`config.mk`:
```
export PLATFORM = sky130hd
export DESIGN_NAME = sync_input_debouncer
export DESIGN_NICKNAME = d
export VERILOG_FILES = /design/src/rtl/sync_input_debouncer.sv
export SDC_FILE = /design/constraint.sdc
export NUM_CORES = 1
export LEC_CHECK = 0
export BUFFER_PORTS_ARGS = -buffer_cell sky130_fd_sc_hd__buf_2
export CAP_MARGIN = 20
export CORE_UTILIZATION = 45
export CTS_CLUSTER_DIAMETER = 120
export CTS_CLUSTER_SIZE = 24
export DETAILED_ROUTE_END_ITERATION = 10
export PLACE_DENSITY_LB_ADDON = 0.12
export REMOVE_ABC_BUFFERS = 1
export SLEW_MARGIN = 5
export SYNTH_ARGS = -nofsm -noshare
export SYNTH_HDL_FRONTEND = slang
export SYNTH_SLANG_ARGS = --single-unit
```
`constraint.sdc`:
```
create_clock -name aclk -period 3.8 [get_ports aclk]
set_input_delay 0.76 -clock aclk [delete_from_list [all_inputs] [get_ports aclk]]
set_output_delay 0.76 -clock aclk [all_outputs]
set_load 0.005 [all_outputs]
```
`src/rtl/sync_input_debouncer.sv`:
```
// Per-bit contact debouncer for already-synchronised discrete inputs: a shared
// tick prescaler, per-bit qualification counters, edge pulses and sticky change flags.

module sync_input_debouncer_lane #(
  parameter int   DEBOUNCE_TICKS = 5,
  parameter logic RST_VAL        = 1'b1
) (
  input  logic aclk,
  input  logic aresetn,
  input  logic tick_i,
  input  logic din_i,
  input  logic clr_i,
  output logic dout_o,
  output logic rise_o,
  output logic fall_o,
  output logic chg_o
);

  localparam int CW = $clog2(DEBOUNCE_TICKS + 1);
  localparam logic [CW-1:0] CNT_LAST = CW'(DEBOUNCE_TICKS - 1);

  logic [CW-1:0] cnt_q, cnt_d;
  logic          lvl_q, lvl_d;
  logic          rise_q, rise_d;
  logic          fall_q, fall_d;
  logic          chg_q, chg_d;
  logic          flip;

  // Any agreeing sample restarts qualification; only ticks advance it.
  always_comb begin
    cnt_d = cnt_q;
    lvl_d = lvl_q;
    flip  = 1'b0;
    if (din_i == lvl_q) begin
      cnt_d = '0;
    end else if (tick_i) begin
      if (cnt_q == CNT_LAST) begin
        flip  = 1'b1;
        lvl_d = din_i;
        cnt_d = '0;
      end else begin
        cnt_d = cnt_q + CW'(1);
      end
    end
    rise_d = flip & din_i;
    fall_d = flip & ~din_i;
    chg_d  = flip | (chg_q & ~clr_i);
  end

  always_ff @(posedge aclk or negedge aresetn) begin
    if (!aresetn) begin
      cnt_q  <= '0;
      lvl_q  <= RST_VAL;
      rise_q <= 1'b0;
      fall_q <= 1'b0;
      chg_q  <= 1'b0;
    end else begin
      cnt_q  <= cnt_d;
      lvl_q  <= lvl_d;
      rise_q <= rise_d;
      fall_q <= fall_d;
      chg_q  <= chg_d;
    end
  end

  assign dout_o = lvl_q;
  assign rise_o = rise_q;
  assign fall_o = fall_q;
  assign chg_o  = chg_q;

endmodule

module sync_input_debouncer #(
  parameter int                    DATA_WIDTH     = 4,
  parameter int                    TICK_DIV       = 122880,
  parameter int                    DEBOUNCE_TICKS = 5,
  parameter logic [DATA_WIDTH-1:0] RESET_VALUE    = {DATA_WIDTH{1'b1}}
) (
  input  logic                  aclk,
  input  logic                  aresetn,
  input  logic [DATA_WIDTH-1:0] din,
  output logic [DATA_WIDTH-1:0] dout,
  output logic [DATA_WIDTH-1:0] rise,
  output logic [DATA_WIDTH-1:0] fall,
  output logic [DATA_WIDTH-1:0] changed,
  input  logic [DATA_WIDTH-1:0] clear_changed,
  output logic                  tick
);

  localparam int PW = (TICK_DIV > 1) ? $clog2(TICK_DIV) : 1;
  localparam logic [PW-1:0] PS_LAST = PW'(TICK_DIV - 1);

  logic [PW-1:0] ps_q, ps_d;
  logic          tick_q, tick_d;

  // tick is registered, so it is visible the cycle after the counter wraps.
  always_comb begin
    tick_d = (ps_q == PS_LAST);
    ps_d   = tick_d ? '0 : ps_q + PW'(1);
  end

  always_ff @(posedge aclk or negedge aresetn) begin
    if (!aresetn) begin
      ps_q   <= '0;
      tick_q <= 1'b0;
    end else begin
      ps_q   <= ps_d;
      tick_q <= tick_d;
    end
  end

  assign tick = tick_q;

  for (genvar g = 0; g < DATA_WIDTH; g++) begin : g_lane
    sync_input_debouncer_lane #(
      .DEBOUNCE_TICKS(DEBOUNCE_TICKS),
      .RST_VAL       (RESET_VALUE[g])
    ) u_lane (
      .aclk   (aclk),
      .aresetn(aresetn),
      .tick_i (tick_q),
      .din_i  (din[g]),
      .clr_i  (clear_changed[g]),
      .dout_o (dout[g]),
      .rise_o (rise[g]),
      .fall_o (fall[g]),
      .chg_o  (changed[g])
    );
  end

endmodule

```
== Word-level counts from Yosys, hierarchy flattened ==
Cells that the tools add are included.

* Flip-flop bits (word level): 46
* Input bits: 10
* Word-level logic and storage cells: 97
* Output and inout port bits: 17

* Bitwise logic cells: 28
* Equality and inequality tests: 9
* Muxes and demuxes: 25
* Reduce and logical (&&, ||, !) cells: 8
* Add/sub/neg operators: 5

{| class="wikitable"
|+ Operators with widths
! kind !! number
|-
| $mux W3 || 12
|-
| $add A17 B1 Y17 const B || 1
|-
| $eq A17 B17 Y1 const B || 1
|-
| $mux W17 || 1
|-
| $add A3 B1 Y3 const B || 4
|-
| $and A1 B1 Y1 || 12
|-
| $eq A3 B3 Y1 const B || 4
|-
| $mux W1 || 12
|-
| $not A1 Y1 || 12
|-
| $reduce_and A3 Y1 || 4
|-
| $reduce_bool A2 Y1 || 4
|-
| $eq A1 B1 Y1 || 4
|-
| $or A1 B1 Y1 || 4
|}

== Longest topological paths before layout ==
Gate-level depths: netlist of the first run.

* Depth after elaboration: 5
* Mapped depth: 6
* Mapped depth without buffers: 6

== Hierarchy ==
A second synthesis of the first run with hierarchy kept.

* Cell total of the unflattened synthesis: 184
* Area, all modules: 2,172.1 um^2

{| class="wikitable"
|+ Modules (own cells, without submodules)
! module !! cells an instance !! times used !! area an instance (um^2)
|-
| sync_input_debouncer_lane || 27 || 4 || 324.1
|-
| sync_input_debouncer || 76 || 1 || 875.8
|}

== Worst setup path before layout of the first run ==
OpenSTA, ideal clock, no wires.

* Kind: flip-flop to flip-flop
* From: register ps_q[0]
* To: register ps_q[16]
* Stages on the path, launching flop included: 7
* Clock period less this slack: 1,897 ps
* Arrival time: 1,832 ps
* Path buffers: 1
* Slack: 1,903 ps
* Required time: 3,735 ps
* Cell sequence: dfrtp_1 > ha_1 > nand3_2 > or4_1 > buf_2 > or4b_1 > nand2_1

* Cells in the longest elaborated chain, start to end: 2
* Elaborated cells on any way between the ends: 3
* Those cells by class: add/sub (1); eq/ne (1); mux (1)

{| class="wikitable"
|+ RTL lines
! what !! line !! source
|-
| from (decl) || 93 || <nowiki>logic [PW-1:0] ps_q, ps_d;</nowiki>
|-
| from (signal assigned) || 107 || <nowiki>ps_q <= ps_d;</nowiki>
|-
| $add A17 B1 Y17 / $eq A17 B17 Y1 (equally long branches) || 99, 98 ||
|-
| $mux W17 * || 99 || <nowiki>ps_d = tick_d ? '0 : ps_q + PW'(1);</nowiki>
|-
| net ps_d[16] || 93 ||
|}

Mark *: on every way through the listed nets, which the timed path passes. The rest lies on a longest branch.
A chain may end at the register's enable or synchronous reset.

== Final worst setup path of the first run ==
* From: register ps_q[0]
* To: register ps_q[9]

* Cells in the longest elaborated chain, start to end: 2
* Elaborated cells on any way between the ends: 3
* Those cells by class: add/sub (1); eq/ne (1); mux (1)

{| class="wikitable"
|+ RTL lines
! what !! line !! source
|-
| $eq A17 B17 Y1 || 98 || <nowiki>tick_d = (ps_q == PS_LAST);</nowiki>
|-
| net tick_d || 94 || <nowiki>logic tick_q, tick_d;</nowiki>
|-
| $mux W17 || 99 ||
|-
| net ps_d[9] || 93 ||
|}

The timed path passes the listed nets, and every way through them passes these cells.

==> results.md, run 1 <==
* Setup slack, reg-to-reg at 1.63 ns
* Root buf cell: clkbuf_8
* Slew Limit Headroom at 51.13%
* Cell variety after synth at 31
* Synth area leaders: dfrtp_1, nor2_1, xnor2_1
* Largest net degree at the start of global routing at 47
* Max-cap violations at 0
* Endpoints failing hold at 0
* Slew @ Worst Pin at 0.7331 ns
* Endpoints failing setup at 0
* TritonCTS buffer count at 5
* Clock sink count at 46
* Ratio of cells with drive above 1 in the final layout at 19.30%
* Post-DP Area at 0.002238 mm²
* CTS tree: built
* Via density at roughly 5
* RSZ-0062 raised after global routing: false
* Setup_tns at 0 ns
* Die area at 0.005117 mm²
* CP delay by family, top: simple AND/OR/NAND/NOR gates
* Final Util at between 50% and 60%
* Rows at 24
* Area delta synth->final at 8.166%
* Static Leak at 1.149 nW
* Final nets at between 200 and 250
* Synth Cell Area at 0.002176 mm²
* Crit Path Max Fanout at 10
* Synth warn at 0
* H-tree depth at 2
* Cts repair resizes at 0
* Yosys reg bits at 46
* Final cycle utilization of the critical path at 57.06%
* Pwr Density at between 300 and 400 mW/mm²
* Buf/Inv on CP at 0
* CP endpoint kind: flop
* Most frequent cells in the layout: dfrtp_1, nor2_1, buf_2, inv_1, nand2_1
* IO Count at 27
* Die height at 71.54 µm
* Post-synthesis average cell area at 10.26 µm²
* Initial core utilization at 48.31%
* Worst Path Required at 3.96 ns
* Port Buffers at 26
* Initial drt markers at 48
* Peak VDD IR at 0.0001713 V
* First-pass GRT wire length at between 5 and 6 mm
* Top-area cell type share of the netlist area at 48.30%
* Most common cell after layout, fill and taps aside: dfrtp_1
* DR vias at 1380
* Worst hold path class: in -> async
* Status: finished clean
* Minimum clock period at 2.168 ns
* Initial antenna violation count at 0
* Arr. time, crit path at roughly 2.3 ns
* Clock latency on the worst-skew pair at 0.31 ns
* Die width at 71.54 µm
* Cell Chain, Critical Path: ha_1, nand3_2, or4_1, nor4_4, nor2_1
* Final WL at roughly 3.4 mm
* Tot GR Track Use at between 10% and 20%
* Number of global-route vias before repair at 1429
* WHS at between 0.3 and 0.4 ns
* Routed len/inst at 12.04 µm
* Syn Inst Count at around 210
* Final clock skew at between 0.01 and 0.015 ns
* Final GP Congestion at 0.7168
* Critical Path Start Type: flop
* Post-route antenna net violation count at 0
* Slowest stage delay, CP at 0.67 ns
* Fin. max-slew vios at 0
* Hold_buf cts at 0
* Register area share after synthesis at between 50% and 60%
* Top cell type by total area after synthesis: dfrtp_1
* Max Fclk at 461.2 MHz
* Antenna Cells at 0
* Reg clk slew, reported paths at roughly 0.080 ns
* Largest buffer count on any clock path at 2
* Post-CTS Setup Inserts at 0
* Gr ovfl total at 0
* # DRC at 0
* Hpwl dp at ~2.3 mm
* Drt first pass iters at 4
* CP max stage cell: or4_1
* CP Class: reg -> reg
* Post-route cell area at 0.002354 mm²
* Core area at 0.004504 mm²
cell type report:
class,count,area (µm²)
clock buffer,6,82.58
clock inverter,2,12.51
fill,414,2151
inverter,19,71.32
multi-input combinational,128,815.8
sequential,46,1156
tap,52,65.06
timing repair buffer,27,150.1
synthesized netlist by cell type:
master / number
or3b_2: 1
or4b_1: 1
nor2b_1: 1
xnor2_1: 14
mux2i_1: 4
dfrtp_1: 42
buf_4: 16
o31a_1: 1
a21o_1: 4
nand2b_1: 3
nand2_1: 15
buf_1: 1
xor2_1: 3
o21ai_0: 10
nand4_1: 4
nand3_1: 5
inv_1: 19
buf_2: 1
mux2_2: 1
nor3_1: 2
nand3_2: 2
o31ai_1: 1
ha_1: 9
nor2_1: 33
dfstp_2: 4
or3b_1: 3
clkbuf_1: 1
a21oi_1: 7
nor4_4: 1
or4_1: 1
nor4_1: 2
kinds of logic after synthesis:
logic type / Yosys count / share of synthesized area, %
adders and majority gates: 9 / 5.175
muxes: 5 / 2.358
xor gates and xnor gates: 17 / 6.843
buffers and inverters: 38 / 9.373
and+or+nand+nor: 74 / 17.08
AOI/OAI and AO/OA: 23 / 6.038
DFF: 46 / 53.13
worst reg2reg max path, stage by stage (launching register included):
cell and delay (ns):
dfrtp_1 0.39, ha_1 0.21, nand3_2 0.12, or4_1 0.67
nor4_4 0.50, nor2_1 0.13
power by group:
| group | total (mW) | leakage, nW | internal (mW) | switching (mW) |
|---|---|---|---|---|
| Sequential | 0.489 | 0.614 | 0.489 | 0.000000000000000262 |
| Clock | 0.311 | 0.0472 | 0.146 | 0.165 |
| Combinational | 0.0215 | 0.488 | 0.00700 | 0.0145 |
state kept, by name, summed over array words and instances (netlist names):
signal	flops
g_lane.u_lane.rise_o	4
ps_q	17
g_lane.u_lane.chg_o	4
tick	1
g_lane.u_lane.fall_o	4
g_lane.u_lane.dout_o	4
g_lane.u_lane.cnt_q	12
final timing paths:
kind | start | depth (start not counted) | to
worst min register to register | ps_q[0] | 1 | ps_q[0]
worst max-delay path | ps_q[0] | 5 | ps_q[9]
max in group asynchronous | aresetn | 2 | g_lane[3].u_lane.dout_o
min in group aclk | ps_q[0] | 1 | ps_q[0]
worst min-delay path | aresetn | 1 | g_lane[0].u_lane.fall_o
worst max register to register | ps_q[0] | 5 | ps_q[9]
per-layer routing:
| metal | wire (µm) | global-route usage [%] | vias up |
|---|---|---|---|
| li1 | - | - | 707 |
| met1 | 1470 | 15.53 | 655 |
| met2 | 1740 | 28.15 | 13 |
| met3 | 104 | 4.641 | 5 |
| met4 | 57 | 6.318 | 0 |
| met5 | 0 | 0 | - |
through the flow:
stage               setup slack [ns]  std cells  total power [mW]
finish                         1.632        280            0.8219
global route                   1.490        280            0.8619
CTS                            1.642        279            0.8332
detailed placement             1.644        271            0.5186
global placement               1.760        271            0.5179
floorplan                      1.890        193            0.5028
No activity file was read; power rests on OpenSTA's default activity.
==> inputs of run 2 (changes only) <==
- clock period: 3.8 -> 2.1 ns (I/O delays scaled with it)
==> results.md, run 2 (synthesis gave the netlist of run 1 again) <==
* CP endpoint kind: flop
* Endpoints failing hold at 0 (unchanged)
* Crit Path Max Fanout at 6 (-4)
* Routed len/inst at 12.00 µm (-0.33%)
* Drt first pass iters at 4 (unchanged)
* Area delta synth->final at 8.281%
* Post-route cell area at 0.002356 mm² (+0.11%)
* Root buf cell: clkbuf_8
* Slew Limit Headroom at 61.61% (+10 points)
* First-pass GRT wire length at 5.837 mm (-0.12%)
* Final nets at 248 (+0.81%)
* Worst Path Required at 2.34 ns (-1.62 ns)
* Max Fclk at 515.7 MHz (+12%)
* Final worst slack at 0.1608 ns (-1.471 ns)
* Die height at 71.54 µm (unchanged)
* Largest buffer count on any clock path at 2 (unchanged)
* Gr ovfl total at 0 (unchanged)
* Setup_tns at 0 ns (unchanged)
* CP Class: reg -> reg
* Most common cell after layout, fill and taps aside: dfrtp_1
* DR vias at 1432 (+3.8%)
* Endpoints failing setup at 0 (unchanged)
* FF-to-FF End: ps_q[16]
* Initial drt markers at 49 (+2.1%)
* Post-CTS Setup Inserts at 0 (unchanged)
* Via density at 5.078 (+3.0%)
* Port Buffers at 26 (unchanged)
* Total chip power at 1.475 mW (+79%)
* Tot GR Track Use at 14.91% (-0.13 points)
* CTS tree: built
* Final clock skew at 0.007291 ns (-0.003081 ns)
* Clock latency on the worst-skew pair at 0.30 ns (about the same)
* Post-DP Area at 0.002261 mm² (+1.0%)
* Critical R2R Launch: ps_q[0]
* Die area at 0.005117 mm² (unchanged)
* Status: finished clean
* Final WL at 3.385 mm (+0.39%)
* Max-cap violations at 0 (unchanged)
* Slew @ Worst Pin at 0.5758 ns (-0.1573 ns)
* RSZ-0062 raised after global routing: false
* Post-route antenna net violation count at 0 (unchanged)
* Core area at 0.004504 mm² (unchanged)
* Rows at 24 (unchanged)
* H-tree depth at 2 (unchanged)
* Biggest regs: ps_q: 17 flops, g_lane.u_lane.cnt_q: 12 flops
* Final GP Congestion at 0.7185 (+0.24%)
* Fin. max-slew vios at 0 (unchanged)
* Arr. time, crit path at 2.17 ns (-0.16 ns)
* Most frequent cells in the layout: dfrtp_1, nor2_1, buf_2, inv_1, nand2_1
* Reg clk slew, reported paths at 0.08 ns (about the same)
* Die width at 71.54 µm (unchanged)
* Cell count of the worst reg-to-reg path at 5 (unchanged)
* Clock sink count at 46 (unchanged)
* Minimum clock period at 1.939 ns (-0.2290 ns)
* Critical Path Start Type: flop
* Pwr Density at 626.2 mW/mm² (+79%)
* Setup slack, reg-to-reg at 0.16 ns (-1.47 ns)
* Most flops, register: ps_q
* Initial core utilization at 48.31% (unchanged)
* Largest net degree at the start of global routing at 47 (unchanged)
* Pre-CTS WS at 0.07340 ns (-1.570 ns)
* Worst hold path class: in -> async
* TritonCTS buffer count at 5 (unchanged)
* IO Count at 27 (unchanged)
* Hpwl dp at 2.369 mm (+1.3%)
* Final cycle utilization of the critical path at 92.34% (+35 points)
* Static Leak at 1.158 nW (+0.78%)
* Number of global-route vias before repair at 1461 (+2.2%)
* # DRC at 0 (unchanged)
* Ratio of cells with drive above 1 in the final layout at 20.00% (+0.70 points)
* Peak VDD IR at 0.0004203 V (+150%)
* Max reg flops at 17 (unchanged)
* Initial antenna violation count at 0 (unchanged)
* Antenna Cells at 0 (unchanged)
## run 2: cell count changes in the layout (fill, tap and decap cells not counted)
| cell | previous run | this run |
|---|---|---|
| buf_4 | 0 | 3 |
| buf_12 | 1 | 0 |
| clkbuf_1 | 0 | 1 |
| clkinvlp_4 | 1 | 0 |
| or4_1 | 1 | 0 |
| or4_4 | 0 | 1 |
## run 2: through the flow
stage | util [%] | hold slack [ns] | std cells
final | 52.31 | 0.1933 | 282
after global routing | 52.31 | 0.2581 | 282
after CTS | 52.22 | 0.2236 | 282
after detailed placement | 50.19 | 0.4709 | 274
after global placement | 50.19 | 0.4637 | 274
after floorplan | - | 0.1244 | 193
## run 2: area by class of cell
| cell class | count | area [µm²] |
|---|---|---|
| Clock buffer | 7 | 86.33 |
| Clock inverter | 1 | 5.005 |
| Fill cell | 388 | 2148 |
| Inverter | 19 | 71.32 |
| Multi-Input combinational cell | 128 | 819.5 |
| Sequential cell | 46 | 1156 |
| Tap cell | 52 | 65.06 |
| Timing Repair Buffer | 29 | 152.6 |
## run 2: what timing repair did
action / in CTS / in global routing
endpoints found under the setup margin: 0 / 1
hold buffers: 0 / 0
hold endpoints to repair: 0 / 0
resized for setup: 0 / 1
## run 2: layer usage
| metal | global-route usage, % | routed length [µm] |
|---|---|---|
| met4 | 7.625 | 57 |
| met1 | 15.48 | 1424 |
| met2 | 27.41 | 1821 |
| met5 | 0 | 0 |
| met3 | 4.219 | 82 |
## run 2: power breakdown
part                  switching, mW  internal (mW)  leakage [nW]  total, mW
registers      0.000000000000000500          0.885         0.614      0.885
logic                        0.0257         0.0102         0.496     0.0359
clock network                 0.288          0.266        0.0482      0.554
## run 2: critical path: stages (launching register included)
cell     delay (ns)
dfrtp_1        0.40
ha_1           0.22
nand3_2        0.13
or4_4          0.59
or4b_1         0.48
nand2_1        0.07
## run 2: how the worst max path moves through the flow
stage / startpoint / endpoint / slack, ns
6_report: ps_q[0] / ps_q[16] / 0.16
5_1_grt: ps_q[0] / ps_q[16] / 0.09
4_1_cts: ps_q[0] / ps_q[16] / 0.04
3_5_place_dp: ps_q[0] / ps_q[16] / 0.07
3_3_place_gp: ps_q[0] / ps_q[16] / 0.13
2_1_floorplan: ps_q[0] / ps_q[16] / 0.19
==> inputs of run 3 (changes only) <==
- CELL_PAD_IN_SITES_DETAIL_PLACEMENT: unset -> 1
- CELL_PAD_IN_SITES_GLOBAL_PLACEMENT: unset -> 2
- CORE_UTILIZATION: 45 -> 37
- RECOVER_POWER: unset -> 25
==> results.md, run 3 (synthesis gave the netlist of run 1 again) <==
* Initial core utilization at 39.03% (-9.3 points)
* Met3 routed WL at 102 µm (+24%)
* TritonCTS buffer count at 5 (unchanged)
* Die area at 0.006191 mm² (+21%)
* Tot GR Track Use at 15.64% (+0.73 points)
* CP endpoint kind: flop
* Endpoints failing hold at 0 (unchanged)
* Final clock skew at 0.009396 ns (+0.002105 ns)
* CP Class: reg -> reg
* RSZ-0062 raised after global routing: false
* Hold_buf cts at 0 (unchanged)
* # DRC at 0 (unchanged)
* Ratio of cells with drive above 1 in the final layout at 20.78% (+0.78 points)
* Post-route antenna net violation count at 0 (unchanged)
* Most frequent cells in the layout: dfrtp_1, nor2_1, buf_2, inv_1, nand2_1
* Biggest regs: ps_q: 17 flops, g_lane.u_lane.cnt_q: 12 flops
* Minimum clock period at 1.978 ns (+0.03832 ns)
* Die width at 78.69 µm (+10%)
* Final nets at 249 (+0.40%)
* IO Count at 27 (unchanged)
* Final Util at 43.12% (-9.2 points)
* Pwr Density at 652.6 mW/mm² (+4.2%)
* Worst Path Required at 2.34 ns (about the same)
* Pre-CTS WS at 0.1014 ns (+0.02795 ns)
* Core area at 0.005574 mm² (+24%)
* Final cycle utilization of the critical path at 94.17% (+1.8 points)
* Endpoints failing setup at 0 (unchanged)
* Max-cap violations at 0 (unchanged)
* Die height at 78.69 µm (+10%)
* Final WL at 4.051 mm (+20%)
* Routed len/inst at 13.37 µm (+11%)
* Post-route cell area at 0.002404 mm² (+2.0%)
* Placed cells at 295 (+7.7%)
* WL met2 at 2.283 mm (+25%)
* Rows at 27 (+13%)
* CTS tree: built
* Setup_tns at 0 ns (unchanged)
* Gr ovfl total at 0 (unchanged)
* Drt first pass iters at 4 (unchanged)
* Critical Path Start Type: flop
* Cell Chain, Critical Path: ha_1, nand3_2, or4_4, or4b_1, nand2_1
* Slew @ Worst Pin at 1.126 ns (+0.5504 ns)
* Largest net degree at the start of global routing at 47 (unchanged)
* Clock sink count at 46 (unchanged)
* Most flops, register: ps_q
* Fin cells at 303 (+7.4%)
* Post-DP Area at 0.002293 mm² (+1.4%)
* Max Fclk at 505.7 MHz (-1.9%)
* Antenna Cells at 0 (unchanged)
* Root buf cell: clkbuf_8
* Clock latency on the worst-skew pair at 0.30 ns (about the same)
* Buf/Inv on CP at 0 (unchanged)
* Static Leak at 1.172 nW (+1.1%)
* Port Buffers at 26 (unchanged)
* Final worst slack at 0.1225 ns (-0.03832 ns)
* Number of global-route vias before repair at 1679 (+15%)
* Total chip power at 1.569 mW (+6.3%)
* CP max stage cell: or4_4
* Largest buffer count on any clock path at 2 (unchanged)
* Max reg flops at 17 (unchanged)
* Slew Limit Headroom at 24.92% (-37 points)
* Final GP Congestion at 0.6741 (-6.2%)
* Cts repair resizes at 0 (unchanged)
* Worst hold path class: in -> reg
* First-pass GRT wire length at 7.521 mm (+29%)
* CP delay by family, top: simple AND/OR/NAND/NOR gates
* WHS at 0.2867 ns (+0.09339 ns)
* Hpwl dp at 2.949 mm (+24%)
* Most common cell after layout, fill and taps aside: dfrtp_1
* H-tree depth at 2 (unchanged)
* Reg clk slew, reported paths at 0.09 ns (about the same)
* Area delta synth->final at 10.47%
* Via density at 4.835 (-4.8%)
* Critical path depth at 5 (unchanged)
* Fin. max-slew vios at 0 (unchanged)
* Slowest stage delay, CP at 0.57 ns (-0.02 ns)
* Initial antenna violation count at 0 (unchanged)
* Hold depth at 2
* Setup slack, reg-to-reg at 0.12 ns (-0.04 ns)
* Peak VDD IR at 0.0003387 V (-19%)
* Arr. time, crit path at 2.22 ns (+0.05 ns)
* WL met1 at 1.597 mm (+12%)
* DR vias at 1465 (+2.3%)
* Top layer in use: met4
* Crit Path Max Fanout at 4 (-2)
* Post-CTS Setup Inserts at 0 (unchanged)
* Cell count of the worst reg-to-reg path at 5 (unchanged)
* Status: finished clean
* Initial drt markers at 25 (-49%)
==> run 3: cell count changes in the layout (fill, tap and decap cells not counted) <==
cell,previous run,this run
clkbuf_1,1,0
clkbuf_8,6,5
clkinv_2,1,2
bufinv_16,0,1
clkbuf_2,0,1
==> run 3: metal layers <==
layer | GRT usage, % | vias to the layer above
met1 | 16.32 | 740
met5 | 0 | -
li1 | - | 704
met3 | 3.488 | 6
met2 | 29.91 | 15
met4 | 6.111 | 0
==> run 3: area by class of cell <==
cell class                 count  area [µm²]
fill                         672        3171
tap                           72       90.09
timing repair buffer          30       157.7
clock inverter                 3       40.04
sequential                    46        1156
inverter                      19       71.32
clock buffer                   5       68.82
multi-input combinational    128       819.5
==> run 3: where the power goes <==
group	switching, mW	total [mW]	internal (mW)	leakage [nW]
clock	0.297	0.647	0.350	0.0579
combinational	0.0266	0.0361	0.00949	0.500
sequential	0.000000000000000512	0.885	0.885	0.614
total	0.324	1.57	1.25	1.17
==> run 3: worst paths after layout <==
path / from / to
min: clear_changed[3] / g_lane[3].u_lane.chg_o
max: ps_q[0] / ps_q[16]
min in group asynchronous: aresetn / ps_q[14]
max reg2reg: ps_q[0] / ps_q[16]
min reg2reg: ps_q[6] / ps_q[6]
max in group asynchronous: aresetn / g_lane[0].u_lane.cnt_q[0]
